<file path="config.mk">
export PLATFORM = sky130hd
export DESIGN_NAME = load_store_unit
export DESIGN_NICKNAME = d
export VERILOG_FILES = /design/src/rtl/load_store_unit.sv
export SDC_FILE = /design/constraint.sdc
export NUM_CORES = 1
export LEC_CHECK = 0
export CAP_MARGIN = 40
export CORE_ASPECT_RATIO = 1.1
export CORE_UTILIZATION = 30
export DETAILED_ROUTE_END_ITERATION = 8
export PLACE_DENSITY_LB_ADDON = 0.15
export SLEW_MARGIN = 20
export SYNTH_ARGS = -nofsm -noshare
export SYNTH_HDL_FRONTEND = slang
export SYNTH_SLANG_ARGS = --single-unit
</file>
<file path="constraint.sdc">
create_clock -name clock -period 2.3 [get_ports clock]
set_input_delay 0.575 -clock clock [delete_from_list [all_inputs] [get_ports clock]]
set_output_delay 0.575 -clock clock [all_outputs]
set_load 0.01 [all_outputs]
</file>
<file path="src/rtl/load_store_unit.sv">
// RV32I load/store unit: turns byte-addressed LB..SW requests into word-addressed
// memory accesses and returns aligned, extended load data as a one-cycle response.
module load_store_unit #(
  parameter int MEM_READ_LATENCY = 1,
  parameter int IO_READ_LATENCY  = 2
) (
  input  logic        clock,
  input  logic        reset,
  input  logic        req_valid,
  output logic        req_ready,
  input  logic        req_write,
  input  logic [2:0]  req_funct3,
  input  logic [31:0] req_address,
  input  logic [31:0] req_wdata,
  output logic        resp_valid,
  output logic [31:0] resp_rdata,
  output logic        resp_error,
  output logic [11:0] mem_address,
  output logic [3:0]  mem_byteena,
  output logic [31:0] mem_data,
  output logic        mem_wren,
  input  logic [31:0] mem_q
);
  localparam int NUM_LANES = 4;
  localparam int CW        = 8;

  typedef enum logic {IDLE, WAIT} state_t;
  typedef struct packed {
    logic [11:0] addr;
    logic [2:0]  funct3;
    logic [1:0]  off;
  } hold_t;

  state_t          state;
  hold_t           hold_q;
  logic [CW-1:0]   cnt;
  logic [1:0]      off;
  logic            funct_ok, misalign, legal;
  logic [7:0]      byte_v;
  logic [15:0]     half_v;
  logic [31:0]     load_ext;
  logic [NUM_LANES-1:0][7:0] lane_data;
  logic            unused_addr;

  assign unused_addr = ^req_address[31:14];
  assign off         = req_address[1:0];
  assign req_ready   = (state == IDLE);
  assign mem_address = (state == IDLE) ? req_address[13:2] : hold_q.addr;

  always_comb begin
    funct_ok = req_write ? (req_funct3 inside {3'b000, 3'b001, 3'b010})
                         : (req_funct3 inside {3'b000, 3'b001, 3'b010, 3'b100, 3'b101});
    misalign = ((req_funct3[1:0] == 2'b01) && off[0]) ||
               ((req_funct3[1:0] == 2'b10) && (off != 2'b00));
    legal    = funct_ok && !misalign;
  end

  // Each byte lane picks the store byte that would land on it for the access size.
  for (genvar i = 0; i < NUM_LANES; i++) begin : g_lane
    assign lane_data[i] = (req_funct3[1:0] == 2'b00) ? req_wdata[7:0] :
                          (req_funct3[1:0] == 2'b01) ? req_wdata[8*(i%2) +: 8] :
                                                       req_wdata[8*i +: 8];
  end
  assign mem_data = lane_data;

  always_comb begin
    mem_byteena = 4'b1111;
    if (state == IDLE && req_write) begin
      case (req_funct3[1:0])
        2'b00:   mem_byteena = 4'b0001 << off;
        2'b01:   mem_byteena = 4'b0011 << off;
        default: mem_byteena = 4'b1111;
      endcase
    end
  end

  assign mem_wren = !reset && (state == IDLE) && req_valid && req_write && legal;

  always_comb begin
    byte_v = mem_q[{hold_q.off, 3'b000} +: 8];
    half_v = mem_q[{hold_q.off[1], 4'b0000} +: 16];
    case (hold_q.funct3[1:0])
      2'b00:   load_ext = {{24{byte_v[7] & ~hold_q.funct3[2]}}, byte_v};
      2'b01:   load_ext = {{16{half_v[15] & ~hold_q.funct3[2]}}, half_v};
      default: load_ext = mem_q;
    endcase
  end

  always_ff @(posedge clock) begin
    if (reset) begin
      state      <= IDLE;
      hold_q     <= '0;
      cnt        <= '0;
      resp_valid <= 1'b0;
      resp_rdata <= '0;
      resp_error <= 1'b0;
    end else begin
      resp_valid <= 1'b0;
      case (state)
        IDLE: if (req_valid) begin
          if (!legal || req_write) begin
            // Errors and stores complete without leaving IDLE.
            resp_valid <= 1'b1;
            resp_error <= !legal;
            resp_rdata <= '0;
          end else begin
            hold_q <= '{addr: req_address[13:2], funct3: req_funct3, off: off};
            cnt    <= req_address[12] ? CW'(IO_READ_LATENCY - 1) : CW'(MEM_READ_LATENCY - 1);
            state  <= WAIT;
          end
        end
        WAIT: begin
          if (cnt == '0) begin
            resp_valid <= 1'b1;
            resp_error <= 1'b0;
            resp_rdata <= load_ext;
            state      <= IDLE;
          end else begin
            cnt <= cnt - 1'b1;
          end
        end
        default: state <= IDLE;
      endcase
    end
  end
endmodule

</file>
==> results_dict.tcl, run 1 <==
set metrics [dict create \
    status "finished, violations left" \
    violations "negative setup slack" \
    power_frac_seq_pct 33.6 \
    synth-async-reset-ratio_pct 0 \
    yosys_warnings 0 \
    synthFlopType "dfxtp_1" \
    synth-edff-count 0 \
    grt_pass1_vias 3689 \
    switchingPower_w 0.000850 \
    yosysSeqAreaShare_pct 34.0 \
    worstPathCellList "buf_6 -> or4_4 -> o21a_1 -> nor4b_2 -> buf_2" \
    setup_viol 1 \
    synthAdderAreaFrac_pct 0.709 \
    yosysTopAreaCellShare_pct 34.0 \
    timing.final.ws_setup_ns -0.0575 \
    slew_viol_final 0 \
    fin_crit_sh_pct 103 \
    vias_per_cell 4.98 \
    cts.htree.levels 3 \
    synth_top_family_by_area "multiplexers" \
    layout-drive-gt1-share_pct 21.8 \
    multi_input_area_sq_um 2120 \
    relSlewSlack_pct 49.8 \
    critPathMaxStageDelay_ns 0.53 \
    cellInternalPower_w 0.00245 \
    yosysTopAreaCell "dfxtp_1" \
    crit_cells 5 \
    max_slew.worst_pin.slew_ns 0.752 \
    power_frac_clock_pct 43.7 \
    cp_max_fo 2 \
    holdWs_ns 0.463 \
    drtPass1Iterations 4 \
    cp.required_ns 1.73 \
    crit_family "simple AND/OR/NAND/NOR gates" \
    r2r_slack_ns 0.16 \
    synthXorXnorAreaFrac_pct 0 \
    fin_util_pct 51.5 \
    die_area_sq_um 12200 \
    seq_area_sq_um 1200 \
    routabilityCongestion 0.763 \
    reg2regPathDepth 5 \
    grt-ovfl-total 0 \
    insertion_delay_ns 0.33 \
    totalWireLength_microns 11200 \
    critPathLaunchType "input port" \
    synth_area_leaders "dfxtp_1 34%, mux2i_1 11%, mux2_2 9.6%, o2bb2ai_2 4.3%, nor2_1 4.0%" \
    ant_nets 0 \
    synth_cell_types 51 \
    hold_path_class "reg -> reg" \
    die_w_microns 105 \
    endpoint "mem_wren" \
    grt_first_pass_wirelength_microns 18000 \
    finClkSkew_ns 0.00746 \
    io_buffers 168 \
    clk_pin_slew_ns 0.05 \
    synthSimpleGateAreaFrac_pct 16.7 \
    layout_commonest_cell "clkdlybuf4s50_1" \
    route.detailed.drc 0 \
    cts_sinks 60 \
    synth_cells 384 \
    cp-startpoint "req_funct3[0]" \
    slowest_stage "or4_4" \
    post_drt_wl_per_cell_microns 15.3 \
    antenna_found_initial 0 \
    avgSynthCellArea_sq_um 9.19 \
    tritoncts "yes" \
    path_buf_inv 2 \
    diodes 0 \
    final_cell_mix "117 x clkdlybuf4s50_1, 59 x dfxtp_1, 44 x buf_4" \
    boundaryPins 187 \
    r2r-start "cnt[3]" \
    ys_seq_elements 60 \
    grt_use_total_pct 18.8 \
    numCtsBuffers 9 \
    yosys-mux-area-fraction_pct 21.3 \
    root_buffer "clkbuf_16" \
    max-cap-violations 0 \
    dp_hpwl_microns 8440 \
    fmax_mhz 424 \
    rsz0062_at_grt "true" \
    cp-end-kind "output port" \
    pwr_density_cell_nw_per_um2 558 \
    grt_max_degree 33 \
    vias 3647 \
    fillers 1135 \
    combinationalPowerShare_pct 22.7 \
    finalHoldViolCount 0 \
    syn_to_final_growth_pct 67.7 \
    die_h_microns 116 \
    drtIter0Drc 127 \
    synth_compound_area_share_pct 20.6 \
    max-vdd-ir-drop_uv 346 \
    cp.arrival_ns 1.78 \
    rows 41 \
    r2r_end "resp_rdata[13]" \
    start_util_pct 30.7 \
    coreArea_sq_um 11500 \
    syn-num-nets 489 \
    swShare_pct 25.8 \
    post-route-min-period_ns 2.36 \
    clk_path_buf_depth 2 \
    p_leak_nw 2.46 \
    crit_type "in -> out" \
    p_total_w 0.00330 \
    syn-cell-area_sq_um 3530 \
    fin_nets 682 \
]
[power by group through the flow]
stage / logic [W] / registers [W] / clock network [W]
final: 0.000748 / 0.00111 / 0.00144
after global routing: 0.000813 / 0.00111 / 0.00151
after CTS: 0.000755 / 0.00111 / 0.00146
after detailed placement: 0.000769 / 0.00113 / 0
after global placement: 0.000765 / 0.00113 / 0
after floorplan: 0.000348 / 0.00113 / 0
[metal layers]
layer	vias to the layer above	GRT usage (%)	routed length, microns
met5	-	0	0
met4	0	6.29	160
met3	11	5.23	843
li1	1782	-	-
met2	150	33.4	5560
met1	1704	21.8	4650
[how the worst min path moves through the flow]
stage | cells after the start | endpoint | from
2_1_floorplan | 2 | hold_q[10] | hold_q[10]
3_3_place_gp | 1 | resp_rdata[5] | resp_rdata[5]
3_5_place_dp | 1 | resp_rdata[4] | resp_rdata[4]
4_1_cts | 1 | resp_rdata[19] | resp_rdata[19]
5_1_grt | 1 | resp_rdata[16] | resp_rdata[16]
6_report | 1 | resp_rdata[15] | resp_rdata[15]
[state kept, by name, summed over array words and instances, names as in the netlist]
register,cells
resp_valid,1
cnt,8
resp_rdata,32
state,1
resp_error,1
hold_q,17
[cell type report]
cell class                      instances  area share (%)
Timing Repair Buffer                  218            34.7
Inverter                               10           0.634
Tap cell                              150            3.17
Sequential cell                        60            20.3
Clock buffer                           10            3.87
Clock inverter                          6            1.50
Multi-Input combinational cell        278            35.9
[synth_stat cells, types with 6 or more instances]
| cell | n |
|---|---|
| and3_1 | 6 |
| or3_1 | 8 |
| dfxtp_1 | 60 |
| nand3_1 | 9 |
| clkbuf_1 | 16 |
| mux2i_1 | 39 |
| a221o_1 | 6 |
| nand2_1 | 24 |
| o2bb2ai_2 | 10 |
| buf_4 | 9 |
| nor2_1 | 38 |
| a21oi_1 | 15 |
| inv_1 | 10 |
| o21ai_0 | 22 |
| o2bb2ai_1 | 16 |
| mux2_2 | 30 |
| nand3b_1 | 6 |
[cell families (layout without fill, tap and decap cells)]
logic type	Yosys count	in the layout
fa+ha+maj	2	2
compound gates	91	91
flops	60	60
mux	70	70
buf+inv	46	244
simple gates	115	115
[repair_timing]
| item | CTS | global route |
|---|---|---|
| resized for setup | 91 | 12 |
| pin swaps | 1 | 2 |
| setup endpoints to repair | 99 | 25 |
| hold buffers | 0 | 0 |
| buffers inserted | 10 | 0 |
[per-stage QoR]
step	setup TNS, ns	instance area, sq um	setup slack [ns]	instances
3_5_place_dp	-43.18	5540	-0.822	706
3_3_place_gp	-42.59	5540	-0.830	706
6_report	-0.0575	5920	-0.0575	732
5_1_grt	-0.104	5920	-0.104	732
4_1_cts	-0.168	5910	-0.168	732
2_1_floorplan	0	3540	0.0659	384
No activity file was read; power rests on OpenSTA's default activity.
==> run 2, diff against run 1 <==
--- a/config.mk
+++ b/config.mk
@@ -5,7 +5,7 @@
 export SDC_FILE = /design/constraint.sdc
 export NUM_CORES = 1
 export LEC_CHECK = 0
-export CAP_MARGIN = 40
+export CAP_MARGIN = 10
 export CORE_ASPECT_RATIO = 1.1
 export CORE_UTILIZATION = 30
 export DETAILED_ROUTE_END_ITERATION = 8
==> results of run 2 <==
Final layout, timing and power as in run 1 (identical DEF).
==> run 3, diff against run 2 <==
--- a/config.mk
+++ b/config.mk
@@ -8,6 +8,7 @@
 export CAP_MARGIN = 10
 export CORE_ASPECT_RATIO = 1.1
 export CORE_UTILIZATION = 30
+export CTS_CLUSTER_DIAMETER = 40
 export DETAILED_ROUTE_END_ITERATION = 8
 export PLACE_DENSITY_LB_ADDON = 0.15
 export SLEW_MARGIN = 20
==> constraint.sdc (replaced) <==
create_clock -name clock -period 2.1 [get_ports clock]
set_input_delay 0.525 -clock clock [delete_from_list [all_inputs] [get_ports clock]]
set_output_delay 0.525 -clock clock [all_outputs]
set_load 0.01 [all_outputs]
==> run 3 against run 2 <==
  * The run still ends with negative setup slack left
  * Via count shrank 1.9%
  * Total power rose by 7.5%
  * Cell count up 0.82%
  * Setup slack worse by 0.031 ns
  * Global-route usage is essentially flat
  * Combinational power is 15% higher
  * Sequential power increased by 9.9%
  * Sequential share of layout area decreased by 0.34 points
  * First-iteration DRC count is 46% lower
  * Register-to-register slack got worse by 0.08 ns
  * Sequential cell count unchanged
  * Hold slack got worse by 0.0048 ns
  * Critical path type unchanged
  * Highest routed layer unchanged
==> results_dict.tcl, run 3 (synthesized netlist as in run 1, its figures left out) <==
set metrics [dict create \
    worstPathCellList "buf_6 -> or4_4 -> o21a_4 -> nor4b_4 -> buf_2" \
    clk_path_buf_depth 2 \
    numCtsBuffers 9 \
    antenna_found_initial 0 \
    die_area_sq_um 12200 \
    relSlewSlack_pct 61.1 \
    pwr_density_cell_nw_per_um2 588 \
    die_h_microns 116 \
    setup_viol 1 \
    fin_crit_sh_pct 104 \
    place_area_sq_um 5640 \
    slowest_stage "or4_4" \
    grt_pass1_vias 3505 \
    status "finished, violations left" \
    cp.required_ns 1.57 \
    holdWs_ns 0.458 \
    finClkSkew_ns 0.00423 \
    critPathLaunchType "input port" \
    fin_nets 688 \
    max-cap-violations 0 \
    grt_use_total_pct 18.8 \
    cp.arrival_ns 1.66 \
    max-vdd-ir-drop_uv 379 \
    drtIter0Drc 69 \
    cts_sinks 60 \
    power_frac_seq_pct 34.3 \
    rows 41 \
    totalWireLength_microns 11400 \
    boundaryPins 187 \
    routabilityCongestion 0.807 \
    timing.final.ws_setup_ns -0.0883 \
    preCtsSetupSlack_ns -0.864 \
    hold_path_class "reg -> reg" \
    p_leak_nw 2.52 \
    cellInternalPower_w 0.00259 \
    root_buffer "clkbuf_16" \
    route.detailed.drc 0 \
    regMostFlops "resp_rdata" \
    max_slew.worst_pin.slew_ns 0.582 \
    syn_to_final_growth_pct 70.9 \
    die_w_microns 105 \
    reg_top3 "resp_rdata: 32 flops, hold_q: 17 flops, cnt: 8 flops" \
    swShare_pct 27.0 \
    grt_max_degree 33 \
    start_util_pct 30.7 \
    drtPass1Iterations 4 \
    combinationalPowerShare_pct 24.2 \
    cts_hold_buf 0 \
    slew_viol_final 0 \
    vias 3576 \
    switchingPower_w 0.000957 \
    io_buffers 168 \
    tritoncts "yes" \
    final_cell_mix "108 x clkdlybuf4s50_1, 59 x dfxtp_1, 44 x buf_4" \
    largest_reg_flops 32 \
    diodes 0 \
    grt_first_pass_wirelength_microns 18000 \
    cts.htree.levels 3 \
    vias_per_cell 4.85 \
    rsz0062_at_grt "true" \
    clk_pin_slew_ns 0.06 \
    finalHoldViolCount 0 \
    layout_commonest_cell "clkdlybuf4s50_1" \
    critPathMaxStageDelay_ns 0.53 \
    post_drt_wl_per_cell_microns 15.5 \
    cp_max_fo 2 \
    fmax_mhz 457 \
    power_frac_clock_pct 41.5 \
    insertion_delay_ns 0.32 \
    fin_tns_setup_ns -0.0883 \
    coreArea_sq_um 11500 \
    cp-end-kind "output port" \
    dp_hpwl_microns 8630 \
    grt-ovfl-total 0 \
    crit_type "in -> out" \
    violations "negative setup slack" \
    layout-drive-gt1-share_pct 25.5 \
    post-route-min-period_ns 2.19 \
    final_area_sq_um 6030 \
    ant_nets 0 \
]
-- run 3: final cells by class --
cell class / instances / area, sq um
inverter: 10 / 37.5
fill: 1125 / 5460
sequential: 60 / 1200
tap: 150 / 188
clock inverter: 7 / 75.1
timing repair buffer: 224 / 2120
clock buffer: 9 / 225
multi-input combinational: 278 / 2180
-- run 3: worst paths after layout --
kind	from	to	slack (ns)	cells past startpoint
hold reg to reg	resp_rdata[1]	resp_rdata[1]	0.46	1
setup / recovery	req_funct3[2]	mem_wren	-0.09	5
hold / removal	resp_rdata[1]	resp_rdata[1]	0.46	1
setup reg to reg	cnt[3]	resp_rdata[13]	0.08	5
-- run 3: layer usage --
metal  vias up  share of wire (%)  global-route usage, %
met3        12                4.2                   3.60
li1       1800                  -                      -
met2        85                 50                   34.2
met1      1679                 45                   22.7
met5         -                  0                      0
met4         0                1.0                   4.60
-- run 3: power by group through the flow --
stage | Combinational [W] | Clock (W) | Sequential, W
after floorplan | 0.000386 | 0 | 0.00124
after global placement | 0.000860 | 0 | 0.00124
after detailed placement | 0.000867 | 0 | 0.00124
after CTS | 0.000847 | 0.00152 | 0.00122
after global routing | 0.000925 | 0.00156 | 0.00122
final | 0.000857 | 0.00147 | 0.00122
-- run 3: stage by stage --
stage | cells | power [W] | utilization [%]
6_report | 738 | 0.00355 | 52.5
5_1_grt | 738 | 0.00371 | 52.5
4_1_cts | 736 | 0.00358 | 51.9
3_5_place_dp | 712 | 0.00211 | 49.1
3_3_place_gp | 712 | 0.00210 | 49.1
2_1_floorplan | 384 | 0.00163 | -
-- run 3: what timing repair did --
action | in CTS | in global routing
cloned | 1 | 0
setup buffers | 7 | 2
resized for setup | 131 | 25
setup endpoints to repair | 108 | 20
hold endpoints to repair | 0 | 0
pin swaps | 2 | 2
-- run 3: critical path: cells and delay by family --
family | cells | cell delay (ns)
AO/OA/AOI/OAI | 1 | 0.14
buffers and inverters | 2 | 0.26
AND/OR/NAND/NOR | 2 | 0.72
